`src/rtl/sub_bytes_seq.sv`:
```
// Sequential AES SubBytes: one byte per cycle through a single registered S-box.
// Define SUB_BYTES_SHIFT_ROWS_EN to fold ShiftRows into the final capture wiring.
module sub_bytes_seq #(
  parameter int SBOX_LAT = 1
) (
  input  logic         clk,
  input  logic         rst,
  input  logic         in_valid,
  output logic         in_ready,
  input  logic [127:0] in_state,
  output logic         out_valid,
  input  logic         out_ready,
  output logic [127:0] out_state,
  output logic         busy
);

  typedef enum logic [1:0] {IDLE, FEED, DRAIN, HOLD} state_t;

  localparam logic [2047:0] SBOX = {
    128'h637c777bf26b6fc53001672bfed7ab76, 128'hca82c97dfa5947f0add4a2af9ca472c0,
    128'hb7fd9326363ff7cc34a5e5f171d83115, 128'h04c723c31896059a071280e2eb27b275,
    128'h09832c1a1b6e5aa0523bd6b329e32f84, 128'h53d100ed20fcb15b6acbbe394a4c58cf,
    128'hd0efaafb434d338545f9027f503c9fa8, 128'h51a3408f929d38f5bcb6da2110fff3d2,
    128'hcd0c13ec5f974417c4a77e3d645d1973, 128'h60814fdc222a908846eeb814de5e0bdb,
    128'he0323a0a4906245cc2d3ac629195e479, 128'he7c8376d8dd54ea96c56f4ea657aae08,
    128'hba78252e1ca6b4c6e8dd741f4bbd8b8a, 128'h703eb5664803f60e613557b986c11d9e,
    128'he1f8981169d98e949b1e87e9ce5528df, 128'h8ca1890dbfe6426841992d0fb054bb16
  };

  state_t              r_state;
  logic [127:0]        r_src;
  logic [127:0]        r_result;
  logic [3:0]          r_idx;
  logic [3:0]          r_cap_idx;
  logic [SBOX_LAT-1:0] r_pv;
  logic [7:0]          r_sbox [SBOX_LAT];

  logic                w_feed;
  logic                w_cap;
  logic [7:0]          w_sbox_in;
  logic [7:0]          w_sbox_out;
  logic [127:0]        w_sub;
  logic [127:0]        w_final;

  // Byte i lives at bits [127-8i -: 8]; {~i, 3'b111} is that MSB index.
  assign w_feed     = (r_state == FEED);
  assign w_sbox_in  = r_src[{~r_idx, 3'b111} -: 8];
  assign w_sbox_out = r_sbox[SBOX_LAT-1];
  assign w_cap      = r_pv[SBOX_LAT-1];
  assign w_sub      = {r_result[127:8], w_sbox_out};

  // NOTE: the S-box data pipeline is deliberately left without reset; r_pv
  // (which is reset) decides whether its contents are ever captured.
  always_ff @(posedge clk) begin
    r_sbox[0] <= SBOX[{~w_sbox_in, 3'b111} -: 8];
    for (int s = 1; s < SBOX_LAT; s++) r_sbox[s] <= r_sbox[s-1];
  end

  // NOTE: every signal assigned in always_comb gets a default first so no latch is inferred.
  always_comb begin
    w_final = w_sub;
`ifdef SUB_BYTES_SHIFT_ROWS_EN
    for (int r = 0; r < 4; r++)
      for (int c = 0; c < 4; c++)
        w_final[127-8*(r+4*c) -: 8] = w_sub[127-8*(r+4*((c+r)%4)) -: 8];
`endif
  end

  // NOTE: sequential state uses non-blocking assignments only, so every
  // register samples pre-edge values regardless of statement order.
  always_ff @(posedge clk or posedge rst) begin
    if (rst) begin
      r_state   <= IDLE;
      in_ready  <= 1'b1;
      out_valid <= 1'b0;
      out_state <= '0;
      busy      <= 1'b0;
      r_src     <= '0;
      r_result  <= '0;
      r_idx     <= '0;
      r_cap_idx <= '0;
      r_pv      <= '0;
    end else begin
      r_pv <= (SBOX_LAT)'({r_pv, w_feed});

      if (w_cap) begin
        r_result[{~r_cap_idx, 3'b111} -: 8] <= w_sbox_out;
        r_cap_idx <= r_cap_idx + 4'd1;
      end

      case (r_state)
        IDLE: begin
          if (in_valid) begin
            r_src     <= in_state;
            r_idx     <= '0;
            r_cap_idx <= '0;
            in_ready  <= 1'b0;
            busy      <= 1'b1;
            r_state   <= FEED;
          end
        end
        FEED: begin
          r_idx <= r_idx + 4'd1;
          if (r_idx == 4'd15) r_state <= DRAIN;
        end
        DRAIN: begin
          // out_state is touched only here, so a held result is never disturbed.
          if (w_cap && r_cap_idx == 4'd15) begin
            out_state <= w_final;
            out_valid <= 1'b1;
            busy      <= 1'b0;
            r_state   <= HOLD;
          end
        end
        HOLD: begin
          if (out_ready) begin
            out_valid <= 1'b0;
            in_ready  <= 1'b1;
            r_state   <= IDLE;
          end
        end
        default: r_state <= IDLE;
      endcase
    end
  end

endmodule
```
`config.mk`:
```
export PLATFORM = sky130hd
export DESIGN_NAME = sub_bytes_seq
export DESIGN_NICKNAME = d
export VERILOG_FILES = /design/src/rtl/sub_bytes_seq.sv
export SDC_FILE = /design/constraint.sdc
export NUM_CORES = 1
export LEC_CHECK = 0
export CAP_MARGIN = 10
export CORE_ASPECT_RATIO = 0.6
export CORE_MARGIN = 2
export CORE_UTILIZATION = 55
export CTS_CLUSTER_SIZE = 30
export DETAILED_ROUTE_END_ITERATION = 16
export HOLD_SLACK_MARGIN = 0.05
export PLACE_DENSITY = 0.78
export SLEW_MARGIN = 20
export SYNTH_ARGS = -nofsm -noshare
export SYNTH_HDL_FRONTEND = slang
export SYNTH_SLANG_ARGS = --single-unit
```
`constraint.sdc`:
```
create_clock -name clk -period 19.6 [get_ports clk]
set_clock_uncertainty 0.1 [all_clocks]
set_input_delay 4.9 -clock clk [delete_from_list [all_inputs] [get_ports clk]]
set_output_delay 4.9 -clock clk [all_outputs]
set_load 0.01 [all_outputs]
```
==> summary.txt, run 1 <==
Slew @ Worst Pin: 1.15 ns
Die X: 244 um
minimum clock period: 7.31 ns
CP Max Fanout: 150
Arrival @ worst endpoint: 7.80 ns
ys async rst share: 98.0%
Synth Register Bits: 398
core footprint: 0.0339 sq mm
Post-CTS Setup Inserts: 0
unrepaired setup endpoints after global routing: no
Reg-to-Reg End: r_sbox[0][6]$_DFF_P_
Detail Route Antenna Nets: 0
register area share after synthesis: 52.0%
count leader, synth: dfrtp_1
Post-layout nets: 2056
vias in the first global route: 14900
Port-buffer cells: 262
Ys Warns: 0
Die ar.: 0.0362 sq mm
post-detailed-route via-to-cell ratio: 6.48
Leak: 10.3 nW
CTS resizes: 0
run status: finished, final reports clean
Total Routing Usage GR: 34.8%
clock buffer depth: 3
initial DRC count: 2000
max frequency: 0.137 GHz
grt met3 use: 11.3%
via count: 15500
drt wl/cell: 26.5 um
CTS sink cnt: 398
Die H: 148 um
Commonest cells post-synth: dfrtp_1 (389), mux2_2 (257), nand2_1 (211), o21ai_0 (168), clkbuf_1 (73)
top cell type's share of synthesized area: 51.0%
Final setup viols: 0
critical hold path startpoint: r_result[81]$_DFFE_PP0P_
reg2reg start: r_idx[3]$_DFFE_PP0P_
DRT Wirelength: 63.1 mm
WS Path Type: input port to async pin
startpoint types: input port
first-pass GRT wire length: 94.3 mm
Worst Hold Path EP: r_result[81]$_DFFE_PP0P_
Power per Cell Area: 68.1 mW/mm^2
Syn Area/Cell: 11.2 sq um
initial antenna violation count: 2
Area contributors post-synth: dfrtp_1 (51%), mux2_2 (15%), o21ai_0 (4.4%)
fin util: 68.2%
hold path cells: 2
root buf cell: clkbuf_16
Min-Delay Path Class: flip-flop to flip-flop
Max Slew Vio Count: 0
Worst-Skew Late Latency: 0.56 ns
pre-CTS WS: 11.29 ns
share of cells above drive strength 1: 20.0%
PnR worst setup slack: 12.29 ns
top cell type by total area after synthesis: dfrtp_1
Final Cycle Share: 37.3%
Layout area overhead: 21.2%
H-tree levels: 2
Mapped Nets: 1857
worst vdd ir: 0.0661 mV
Mapped Area: 0.0191 sq mm
CTS tree: done
clk slew on worst S/H paths: 0.07 ns
R2R Setup Slk: 13.05 ns
Starting Density: 56.3%
Req. time, crit path: 20.09 ns
max_cap viols: 0
grt peak-use layer: met1
largest net degree at the start of global routing: 151
Synth cell types: 75
R2R depth: 13
number of fill cells: 2455
CP Capture Type: async pin
IO Pins: 263
CTS buffer count: 37
total global routing overflow: 0
# hold bufs at CTS: 0
Final Hold Fails: 0
M2 GR Usage: 47.3%
M1 GR Usage: 53.6%
Detailed Place HPWL: 44.6 mm
Mapped Cells: 1700
Top FF cell, synth: dfrtp_1
gpl congestion: 1.08
row count: 52
Post-synth EDFFs: 0
TNS Setup: 0 ns
max_slew headroom: 21.7%
residual DRC count: 0
Pre-antenna DRT Iters: 6
## how the worst max path moves through the flow
stage	startpoint	endpoint	slack, ns	depth (start not counted)
after detailed placement	rst	out_state[122]$_DFFE_PP0P_	11.29	4
after floorplan	rst	busy$_DFFE_PP0P_	3.76	1
after global placement	rst	out_state[90]$_DFFE_PP0P_	11.35	4
after global routing	rst	r_result[91]$_DFFE_PP0P_	11.81	4
after CTS	rst	r_result[91]$_DFFE_PP0P_	11.87	4
final	rst	r_result[91]$_DFFE_PP0P_	12.29	4
## layer usage
layer	share of wire [%]	vias up
met1	46	7859
met2	41	830
met5	0.016	-
met3	11	123
met4	2.2	2
li1	-	6646
## cells in the final DEF, fill, tap and decap left out, types with 5 or more instances in the layout
cell	instances
o221ai_1	13
o311ai_0	12
a211oi_1	15
clkbuf_1	11
o211ai_1	20
nand2_1	209
a311oi_1	14
dfxtp_1	8
clkbuf_8	7
nand3_1	40
a211o_1	6
mux4_2	21
ha_1	25
mux2i_1	29
and3_1	10
a31oi_1	12
nand3b_1	5
o21ai_0	168
nor3_1	21
clkdlybuf4s50_1	262
a21oi_1	59
a22oi_1	10
a22o_1	13
mux2_2	257
nor2_1	62
inv_1	13
a2111oi_0	12
nor2b_1	9
nand4_1	11
buf_4	25
a221oi_1	11
o22ai_1	6
dfrtp_1	388
nand2b_1	7
clkbuf_16	37
o2111ai_1	6
## critical path: stages
cell,delay (ns)
clkdlybuf4s50_1,0.49
inv_8,0.72
buf_4,0.90
buf_6,0.66
## cells by family after synthesis
group / Yosys count / share of synthesized area (%)
AOI/OAI and AO/OA: 417 / 14.2
buffers and inverters: 147 / 3.44
xor gates and xnor gates: 2 / 0.0919
adders and majority gates: 25 / 1.64
DFF: 398 / 52.0
and+or+nand+nor: 404 / 9.45
muxes: 307 / 19.2
## power by group
group	internal, mW	switching (mW)	leakage, nW
combinational	0.0235	0.0195	4.60
sequential	0.821	0	5.17
clock	0.393	0.316	0.568
total	1.24	0.336	10.3
## through the flow
step           power (mW)  std cells  cell area [sq um]  hold slack (ns)
5_1_grt              1.62       2384              23100            0.405
2_1_floorplan       0.849       1700              19100            0.346
3_3_place_gp        0.880       2319              21900            0.359
3_5_place_dp        0.880       2319              21900            0.370
6_report             1.57       2384              23100            0.376
4_1_cts              1.58       2383              23100            0.384
## sequential cells by signal, summed over array words and instances (netlist names), 2 cells and up
register,count
out_state,128
r_cap_idx,4
r_idx,4
r_result,120
r_sbox,8
r_src,128
r_state,2
## area by class of cell
class,count,area [sq um],area share (%)
multi-input combinational,1155,8540,36.9
inverter,18,77.6,0.336
tap,459,574,2.48
timing repair buffer,289,2830,12.3
sequential,398,9920,42.9
clock buffer,55,1060,4.60
antenna,1,2.50,0.0108
clock inverter,9,103,0.444
(Power assumes the default switching activity.)
==> run 2, diff against run 1 <==
--- a/config.mk
+++ b/config.mk
@@ -8,11 +8,11 @@
 export CAP_MARGIN = 10
 export CORE_ASPECT_RATIO = 0.6
 export CORE_MARGIN = 2
-export CORE_UTILIZATION = 55
+export CORE_UTILIZATION = 50
 export CTS_CLUSTER_SIZE = 30
 export DETAILED_ROUTE_END_ITERATION = 16
 export HOLD_SLACK_MARGIN = 0.05
-export PLACE_DENSITY = 0.78
+export PLACE_DENSITY = 0.75
 export SLEW_MARGIN = 20
 export SYNTH_ARGS = -nofsm -noshare
 export SYNTH_HDL_FRONTEND = slang
==> constraint.sdc (replaced) <==
create_clock -name clk -period 5.9 [get_ports clk]
set_clock_uncertainty 0.1 [all_clocks]
set_input_delay 1.475 -clock clk [delete_from_list [all_inputs] [get_ports clk]]
set_output_delay 1.475 -clock clk [all_outputs]
set_load 0.01 [all_outputs]
==> run 2 against run 1 <==
  * Total power increased to 3.4 times the previous value
  * Critical path depth increased by 8
  * Non-clock buffer count increased by 39
==> summary.txt, run 2 (same netlist as run 1, synthesis figures left out) <==
max_cap viols: 0 (unchanged)
share of cells above drive strength 1: 21.7% (+1.7 points)
largest net degree at the start of global routing: 108 (-28%)
first-pass GRT wire length: 102 mm (+7.6%)
# hold bufs at CTS: 0 (unchanged)
WS Path Type: flip-flop to flip-flop
Arrival @ worst endpoint: 5.45 ns (-2.35 ns)
Post-layout nets: 2095 (+1.9%)
M1 GR Usage: 51.4% (-2.3 points)
area occupied by multi-input gates: 0.00854 sq mm (about the same)
gpl congestion: 1.10 (+1.7%)
initial DRC count: 2327 (+16%)
reg2reg start: r_idx[0]$_DFFE_PP0P_
Detail Route Antenna Nets: 0 (unchanged)
root buf cell: clkbuf_16
startpoint types: flip-flop
initial antenna violation count: 2 (unchanged)
H-tree levels: 2 (unchanged)
Die H: 155 um (+4.7%)
grt met3 use: 13.2% (+2.0 points)
Total Routing Usage GR: 34.2% (-0.53 points)
total global routing overflow: 0 (unchanged)
Worst Hold Path EP: r_result[56]$_DFFE_PP0P_
Final Hold Fails: 0 (unchanged)
hold path cells: 2 (unchanged)
M2 GR Usage: 46.0% (-1.3 points)
CP Max Fanout: 23 (-85%)
grt peak-use layer: met1
vias in the first global route: 15300 (+3.1%)
worst vdd ir: 0.172 mV (+160%)
number of fill cells: 3030 (+23%)
unrepaired setup endpoints after global routing: no
Die ar.: 0.0398 sq mm (+9.8%)
Power Total: 5.34 mW (+240%)
ant diodes: 0 (-1)
Die X: 256 um (+4.8%)
max_slew headroom: 12.8% (-8.8 points)
Slew @ Worst Pin: 1.30 ns (+0.157 ns)
CTS tree: done
most frequent cells in the layout: dfrtp_1 (388), clkdlybuf4s50_1 (262), mux2_2 (257)
run status: finished, final reports clean
via count: 15800 (+2.5%)
Layout area overhead: 23.6%
CTS resizes: 0 (unchanged)
biggest regs: out_state (128), r_src (128), r_result (120)
CTS sink cnt: 398 (unchanged)
minimum clock period: 5.10 ns
critical hold path startpoint: r_result[56]$_DFFE_PP0P_
residual DRC count: 0 (unchanged)
Detailed Place HPWL: 50.2 mm (+13%)
Starting Density: 50.7% (-5.6 points)
Final setup viols: 0 (unchanged)
DRT Wirelength: 68.6 mm (+8.8%)
IO Pins: 263 (unchanged)
Worst-Skew Late Latency: 0.56 ns (about the same)
drt wl/cell: 27.7 um (+4.7%)
Post-CTS Setup Inserts: 0 (unchanged)
R2R depth: 12 (-1)
R2R Setup Slk: 0.80 ns (-12.25 ns)
clock buffer depth: 3 (unchanged)
Final Cycle Share: 86.4%
row count: 55 (+5.8%)
Pre-antenna DRT Iters: 7 (+1)
core footprint: 0.0376 sq mm (+11%)
Sequential Area: 0.00992 sq mm (unchanged)
Max Slew Vio Count: 0 (unchanged)
post-detailed-route via-to-cell ratio: 6.40 (-1.4%)
max frequency: 0.196 GHz
TNS Setup: 0 ns (unchanged)
Leak: 10.6 nW (+2.3%)
Power per Cell Area: 227 mW/mm^2 (+230%)
Min-Delay Path Class: flip-flop to flip-flop
CTS buffer count: 37 (unchanged)
Port-buffer cells: 262 (unchanged)
clk slew on worst S/H paths: 0.07 ns (about the same)
Req. time, crit path: 6.25 ns (-13.84 ns)
CP Capture Type: flip-flop
most common cell after layout, fill and taps aside: dfrtp_1
Reg-to-Reg End: r_sbox[0][1]$_DFF_P_
-- run 2: cell types whose count changed in the layout (fill, tap and decap cells not counted), sizes merged --
cell,delta
buf,+39
bufinv,+3
clkbuf,-6
clkinv,+2
clkinvlp,+1
diode,-1
inv,+1
-- run 2: worst max-delay path, stage by stage (launching register included) --
cell       delay, ns
dfrtp_2         0.79
mux2i_1         0.19
a221oi_1        0.68
o21ai_0         0.20
and2_1          0.31
inv_2           0.28
ha_1            0.22
inv_1           0.21
nor2_1          0.92
o311ai_1        0.19
o2111ai_1       0.30
o311ai_0        0.26
o41ai_2         0.33
-- run 2: area by class of cell --
cell class | count | share of cell area (%)
Clock buffer | 49 | 4.25
Clock inverter | 16 | 0.918
Inverter | 18 | 0.313
Multi-Input combinational cell | 1155 | 36.2
Sequential cell | 398 | 42.1
Tap cell | 513 | 2.72
Timing Repair Buffer | 328 | 13.5
-- run 2: power by group --
| group | leakage, nW | internal, mW | switching, mW |
|---|---|---|---|
| clock | 0.596 | 1.39 | 1.08 |
| sequential | 5.17 | 2.73 | 0 |
| combinational | 4.81 | 0.0821 | 0.0671 |
-- run 2: per-stage QoR --
step                utilization, %  cells  setup WS [ns]  hold WS (ns)  instance area [sq um]
floorplan                        -   1700         -0.920         0.346                  19100
global placement              59.4   2412          0.899         0.356                  22400
detailed placement            59.4   2412           1.14         0.366                  22400
CTS                           62.6   2477           1.13         0.381                  23600
global route                  62.6   2477          0.731         0.411                  23600
finish                        62.6   2477          0.803         0.374                  23600
-- run 2: worst max path at each step --
stage / from / to / slack, ns / cells after the start
finish: r_idx[0]$_DFFE_PP0P_ / r_sbox[0][1]$_DFF_P_ / 0.80 / 12
global route: r_idx[0]$_DFFE_PP0P_ / r_sbox[0][1]$_DFF_P_ / 0.73 / 12
CTS: r_idx[0]$_DFFE_PP0P_ / r_sbox[0][3]$_DFF_P_ / 1.13 / 14
detailed placement: r_idx[0]$_DFFE_PP0P_ / r_sbox[0][3]$_DFF_P_ / 1.14 / 14
global placement: r_idx[0]$_DFFE_PP0P_ / r_sbox[0][2]$_DFF_P_ / 0.90 / 13
floorplan: rst / busy$_DFFE_PP0P_ / -0.92 / 1
-- run 2: per-layer routing --
layer  routed length [um]  share of wire (%)
met1                30800                 45
met2                27400                 40
met3                 8450                 12
met4                 1970                2.9
met5                   13              0.019
==> edit: new RTL, settings of run 2 <==
The parameter `SBOX_LAT` goes from 1 to 2.
--- a/src/rtl/sub_bytes_seq.sv
+++ b/src/rtl/sub_bytes_seq.sv
@@ -2,5 +2,5 @@
 // Define SUB_BYTES_SHIFT_ROWS_EN to fold ShiftRows into the final capture wiring.
 module sub_bytes_seq #(
-  parameter int SBOX_LAT = 1
+  parameter int SBOX_LAT = 2
 ) (
   input  logic         clk,
Function: same outputs for any inputs over 4 cycles, from zero or initial values and one cycle with rst high; that may be too few to reach the edited logic, so the function may still have changed.
==> edit against run 2 <==
Global-route usage decreased by 0.48 points; power increased by 3.5%; critical endpoint is now r_sbox[0][3]; largest power group unchanged; final area increased by 1.2%; critical path depth decreased by 1; via count decreased by 1.2%; sequential cell count increased by 9; setup slack improved by 0.13 ns; wire length decreased by 1.5%; area after synthesis increased by 1.3%; highest routed layer unchanged; non-clock buffer count decreased by 1.
==> edit: results (changes against run 2) <==
status finished, final reports clean; top post-synthesis cells by area dfrtp_1 51%, mux2_2 15%, nand2_1 4.4%; net switching fraction of the power 21.4% (-0.057 points); vias in the first global route 15.4k (+0.27%); CP Max Fanout 21 (-8.7%); drt pass-1 iters 6 (-1); worst slack, placed 1.09 ns (-0.0544 ns); R2R Setup Slk 0.93 ns (+0.13 ns); multi-input gate count 1149 (-0.52%); layout cell share with drive strength beyond 1 21.6% (-0.048 points); Met1 Wirelength 31400 microns (+2.1%); Total Wirelength 67600 microns (-1.5%); worst-margin pin slew 1.10 ns (-0.207 ns); Leak 0.0108 uW (+2.1%); most frequent cells after synthesis 390 x dfrtp_1, 261 x mux2_2, 229 x nand2_1, 160 x o21ai_0, 73 x clkbuf_1; largest net degree at the start of global routing 171 (+58%); Fillers 2957 (-2.4%); crit-path max cell delay 0.67 ns (-0.25 ns); crit path capture r_sbox[0][3]; Hold Startpoint r_sbox[0][1]; post-synthesis cell type count 82 (+9.3%); P_clk 2600 uW (+5%); GRT met2 Usage 45.6% (-0.47 points); switching power 1180 uW (+3.2%); initial antenna violation count 5 (+3); Worst IR Drop VDD 0.295 mV (+72%); via/cell ratio 6.29 (-1.7%); Worst EP arrival 5.34 ns (-0.11 ns); Total GRT Usage 33.8% (-0.48 points); routability cong. 1.03 (-6.0%); sequential share of the synthesized area 52.3% (+0.28 points); CTS buffer count 38 (+2.7%); synthesized flop and latch total 407 (+2.3%); metal3 WL 7300 microns (-14%); Final nets 2102 (+0.33%); Async S/R FF share, synth 96.1% (-1.9 points); Final clock-cell share 5.55% (+0.38 points); count of non-CTS buffers in the layout 327 (-0.30%); Seq area share 42.4% (+0.27 points); Gate power share 2.6% (-0.2 points); first-pass GRT wire length 101000 microns (-0.46%); multi-input gate share of total cell area 35.8% (-0.46 points); met1 global-route usage 51.4% (+0.064 points); Worst Hold Path Cells 0 (-2); antenna diode count 4 (+4); non-clock inverter count 22 (+4); Hold Path Sink r_sbox[0][9]; NonClk Buf Share 13.2% (-0.25 points); placed wire-length estimate 49000 microns (-2.4%); FF-to-FF path depth 11 (-1); FF-to-FF End r_sbox[0][3]
[edit: cell types whose count changed after synthesis, moves of 7 or more]
cell and change:
o21ai_0 -8, nor3_1 -7, nand2_1 +18, dfxtp_1 +8
buf_2 -14, nor2_1 -8, mux2i_1 -10
[edit: metrics by stage]
stage | area [sq um] | hold slack (ns) | cells | utilization, %
final | 23900 | 0.215 | 2490 | 62.9
after global routing | 23900 | 0.234 | 2489 | 62.9
after CTS | 23900 | 0.220 | 2486 | 62.9
after detailed placement | 22500 | 0.213 | 2418 | 59.4
after global placement | 22500 | 0.212 | 2418 | 59.4
after floorplan | 19300 | 0.210 | 1701 | -
[edit: cells by family after synthesis]
logic type	count (synthesis)	synth area share, %
AOI/OAI and AO/OA	418	14.1
xor gates and xnor gates	4	0.181
adders and majority gates	25	1.62
buffers and inverters	145	3.63
DFF	407	52.3
muxes	305	19.2
and+or+nand+nor	397	8.96
